### src/rtl/counter_udm.sv
// counter_udm: up/down modulo counter with clear, clamped load, wrap/saturate limits and terminal-count pulse.
// Optional sticky overflow flag (ovf_clr/ovf_sticky) is compiled in with COUNTER_UDM_STICKY_EN.
module counter_udm #(
  parameter int WIDTH    = 8,
  parameter bit SATURATE = 1'b0
) (
  input  logic             clk,
  input  logic             rst_,
`ifdef COUNTER_UDM_STICKY_EN
  input  logic             ovf_clr,
  output logic             ovf_sticky,
`endif
  input  logic             en,
  input  logic             up,
  input  logic             clr,
  input  logic             load,
  input  logic [WIDTH-1:0] data,
  input  logic [WIDTH-1:0] mod_val,
  output logic [WIDTH-1:0] count,
  output logic             tc,
  output logic             zero
);
  logic [WIDTH-1:0] count_q, count_d;
  logic             tc_q, tc_d;
  logic             at_top, at_bot, above;
  always_comb begin
    at_top = count_q >= mod_val;
    at_bot = count_q == '0;
    above  = count_q > mod_val;
    count_d = count_q;
    tc_d    = 1'b0;
    if (clr) begin
      count_d = '0;
    end else if (load) begin
      count_d = (data > mod_val) ? mod_val : data;
    end else if (en && up) begin
      count_d = at_top ? (SATURATE ? mod_val : '0) : count_q + WIDTH'(1);
      tc_d    = at_top;
    end else if (en) begin
      // A lowered mod_val pulls the count back into range before any wrap logic applies.
      count_d = at_bot ? (SATURATE ? '0 : mod_val) : above ? mod_val : count_q - WIDTH'(1);
      tc_d    = at_bot;
    end
  end
  always_ff @(posedge clk or negedge rst_) begin
    if (!rst_) begin
      count_q <= '0;
      tc_q    <= 1'b0;
    end else begin
      count_q <= count_d;
      tc_q    <= tc_d;
    end
  end
`ifdef COUNTER_UDM_STICKY_EN
  logic ovf_q;
  always_ff @(posedge clk or negedge rst_) begin
    if (!rst_) ovf_q <= 1'b0;
    else       ovf_q <= tc_d ? 1'b1 : ovf_clr ? 1'b0 : ovf_q;
  end
  assign ovf_sticky = ovf_q;
`endif
  assign count = count_q;
  assign tc    = tc_q;
  assign zero  = count_q == '0;
endmodule

### config.mk
export PLATFORM = sky130hd
export DESIGN_NAME = counter_udm
export DESIGN_NICKNAME = d
export VERILOG_FILES = /design/src/rtl/counter_udm.sv
export SDC_FILE = /design/constraint.sdc
export NUM_CORES = 1
export LEC_CHECK = 0
export BUFFER_PORTS_ARGS = -buffer_cell sky130_fd_sc_hd__buf_2
export CORE_MARGIN = 2
export CORE_UTILIZATION = 35
export DETAILED_ROUTE_END_ITERATION = 12
export PLACE_DENSITY = 0.59
export REMOVE_ABC_BUFFERS = 1
export SYNTH_ARGS = -nofsm -noshare
export SYNTH_HDL_FRONTEND = slang
export SYNTH_SLANG_ARGS = --single-unit
### constraint.sdc
create_clock -name clk -period 5.1 [get_ports clk]
set_input_delay 1.02 -clock clk [delete_from_list [all_inputs] [get_ports clk]]
set_output_delay 1.02 -clock clk [all_outputs]
set_load 0.02 [all_outputs]
==> key figures <==
Outcome
  – Outcome: complete, no violations

Global routing
  – Global-route wire length before repair: 6.35 mm
  – Maximum number of pins on one net before global-route repair: 18
  – Initial antenna violation count: 0
  – Total GRT Usage: 0.188
  – Vias in the first global route: 1,351
  – Grt total ovfl: 0

STA
  – Final hold viol count: 0
  – Fin crit share: 0.577
  – RSZ-0062 raised after global routing: false
  – Max_slew headroom: 0.344
  – Worst-margin pin slew: roughly 0.98 ns
  – Final slew viol count: 0
  – Min Tclk post-route: between 2 and 3 ns
  – Setup TNS Final: 0 ns
  – Setup violators final: 0
  – Final Skew: ~0.0073 ns
  – FMAX: between 300 and 400 MHz

Routing
  – Vias after detailed routing: 1,346
  – Initial DRC Count: 39
  – Post-route ant nets: 0
  – Vias/cell: 5.59
  – 1st-pass router iterations: 4
  – Drt total wl: 3.79 mm
  – DRC Markers: 0
  – Post-DR wirelength/cell: 15.7 um

Worst hold path
  – Hold Path Class: input port to async pin

Logic synthesis
  – Yosys cell types: 50
  – Sequential-to-total area share from yosys stat: 0.161
  – Synth Flop Type: dfrtp_1
  – Count of state elements after synthesis: 9
  – Synth Area in XOR/XNOR: 0.0751
  – Synth async-reset ratio: 1.00
  – Post-synthesis compound-gate area fraction: 0.215
  – Synth Instances: 166
  – Post-Syn Area: 1400 um2
  – Synth warn: 0
  – Mapped Avg Cell Area: around 8.4 um2
  – Post-synth EDFFs: 0
  – Synth Area in Adders: 0.170
  – Largest family of logic cells by synthesized area: simple AND/OR/NAND/NOR gates
  – Simple-gate share of the synthesized area: 0.231
  – Mux cell area share after synthesis: 0.0813

Finish
  – Number of fillers in the final layout: 423
  – Finished Cell Area: ~1600 um2
  – Final nets: 235
  – Layout cells sized above 1: 0.218
  – Ant. Diodes: 0
  – Synth-to-layout area growth: 15.2%

Place
  – IO Port Bufs: 31
  – Dpl hpwl: 2.98 mm
  – Post-Place Cell Area: 1570 um2
  – Final Wtd Congestion: about 0.79

Critical path
  – Critical path buffers and inverters: 2
  – Critical path arrival: 3.06 ns
  – Critical-path cell with the highest stage delay: a311o_1
  – Crit Path Category: input port to register
  – Crit end category: register
  – Top delay family on crit path: compound AO/OA/AOI/OAI gates
  – Startpoint class of the critical path: input port
  – Critical-path maximum fanout: 7
  – Max stage delay on crit path: 0.40 ns
  – Crit-path cells: buf_2, inv_1, ha_1, nor2b_1, o211ai_1, a21oi_1, o21ai_1, nand2b_1, a311o_1, a22o_1
  – CP required: 5.22 ns

CTS
  – Reg clk slew, reported paths: 0.05 ns
  – # hold bufs at CTS: 0
  – TritonCTS clock tree: built
  – Cts bufs inserted: 3
  – Bufs on Longest Clock Path: 2
  – CTS sink cnt: 9
  – Root Buffer: clkbuf_8
  – H-tree levels: 1
  – Clock Latency Late Sink: 0.24 ns
  – Resized cells post-CTS: 0
  – Post-CTS setup buffers: 0

Power
  – Peak VDD IR: approximately 0.13 mV
  – Sw frac: 0.428
  – Flop pwr share: 0.270
  – P_int: 232 uW
  – Clock network power share: 0.214
  – Leakage: 0.835 nW
  – Sw Pwr: ~170 uW
  – Pwr dens: 251 nW/um2
  – Comb power frac: 0.516

Floorplanning
  – DIE WIDTH: 67.2 um
  – CORE AREA: 3740 um2
  – Die Y-Extent: 67.2 um
  – Row cnt: 22
  – Die area: around 4500 um2
  – Initial core utilization: 0.374
  – I/O pins: 32

Flow run
  – Total of max-cap violations: 0
per-stage QoR:
stage          cells  setup slack [ns]   util  power (mW)  hold WS, ns
2_1_floorplan    158              2.29      -       0.255        0.724
3_3_place_gp     237              1.94  0.419       0.319        0.736
3_5_place_dp     237              1.90  0.419       0.319        0.747
4_1_cts          241              2.14  0.431       0.407        0.643
5_1_grt          241              1.99  0.431       0.440        0.641
6_report         241              2.16  0.431       0.405        0.643
cell type report:
class                           instances  area [um2]  share of cell area
Timing Repair Buffer                   31         155              0.0962
Sequential cell                         9         225               0.140
Tap cell                               48        60.1              0.0372
Multi-Input combinational cell        137        1080               0.671
Clock buffer                            4        45.0              0.0279
Inverter                               12        45.0              0.0279
cells in the final DEF, fill, tap and decap left out, drive strengths merged, types with 2 or more instances in the layout:
cell    netlist  final
and3          9      9
nor3          3      3
inv          12     12
xnor2         6      6
o21ai         5      5
nand3         4      4
nand4         2      2
nor2          6      6
nor4b         2      2
buf           4     31
mux2          3      3
nand2b        2      2
mux2i         8      8
ha           19     19
nor2b         2      2
a211o         3      3
nand2        14     14
and2          4      4
dfrtp         9      9
xor2          6      6
o32a          3      3
nor3b         2      2
a21o          3      3
a21oi        13     13
or2           2      2
clkbuf        4      4
Yosys cell counts, drive strengths merged, types with 2 or more instances:
master	number	area (um2)
nor4b	2	38.8
or2	2	12.5
a21oi	13	65.1
o21ai	5	25.0
and3	9	56.3
ha	19	238
nor3	3	15.0
inv	12	45.0
nand2b	2	12.5
a21o	3	22.5
o32a	3	30.0
and2	4	25.0
mux2	3	33.8
a211o	3	26.3
buf	4	32.5
clkbuf	4	15.0
mux2i	8	80.1
dfrtp	9	225
xnor2	6	52.6
nor2b	2	12.5
nand2	14	55.1
nand3	4	20.0
xor2	6	52.6
nand4	2	12.5
nor3b	2	15.0
nor2	6	32.5
logic make-up after synthesis:
logic type	count (synthesis)
flops	9
xor+xnor	12
simple gates	54
compound gates	41
buf+inv	20
fa+ha+maj	19
mux	11
final timing paths:
kind                                      start              endpoint  slack, ns  depth (start not counted)
max in group asynchronous                  rst_  count[6]$_DFFE_PN0P_       4.25                          1
hold reg to reg            count[4]$_DFFE_PN0P_  count[4]$_DFFE_PN0P_       0.75                          2
min in group clk           count[4]$_DFFE_PN0P_  count[4]$_DFFE_PN0P_       0.75                          2
setup reg to reg           count[1]$_DFFE_PN0P_  count[5]$_DFFE_PN0P_       2.54                          8
hold / removal                             rst_  count[3]$_DFFE_PN0P_       0.64                          1
setup / recovery                     mod_val[1]  count[5]$_DFFE_PN0P_       2.16                         10
flip-flops by register name, indices dropped and copies added, names as in the netlist:
name / flops
tc: 1
count: 8
worst reg2reg max path, stage by stage, from the launching register on:
cell and delay [ns]:
dfrtp_1 0.54, ha_1 0.31, nor2b_1 0.13, o211ai_1 0.15, a21oi_1 0.12, o21ai_1 0.33, nand2b_1 0.25, a311o_1 0.40
a22o_1 0.20
layer usage:
layer  part of all wire  global-route usage
met1               0.47               0.255
met2               0.44               0.302
met3              0.073              0.0417
met4             0.0092              0.0459
met5                  0                   0
power groups by stage:
| stage | registers [mW] | logic (mW) | clock network (mW) |
|---|---|---|---|
| after detailed placement | 0.111 | 0.208 | 0 |
| after global routing | 0.112 | 0.233 | 0.0946 |
| after floorplan | 0.114 | 0.141 | 0 |
| after CTS | 0.109 | 0.209 | 0.0886 |
| final | 0.109 | 0.209 | 0.0866 |
| after global placement | 0.110 | 0.208 | 0 |
Power figures use the tool's default switching activity.
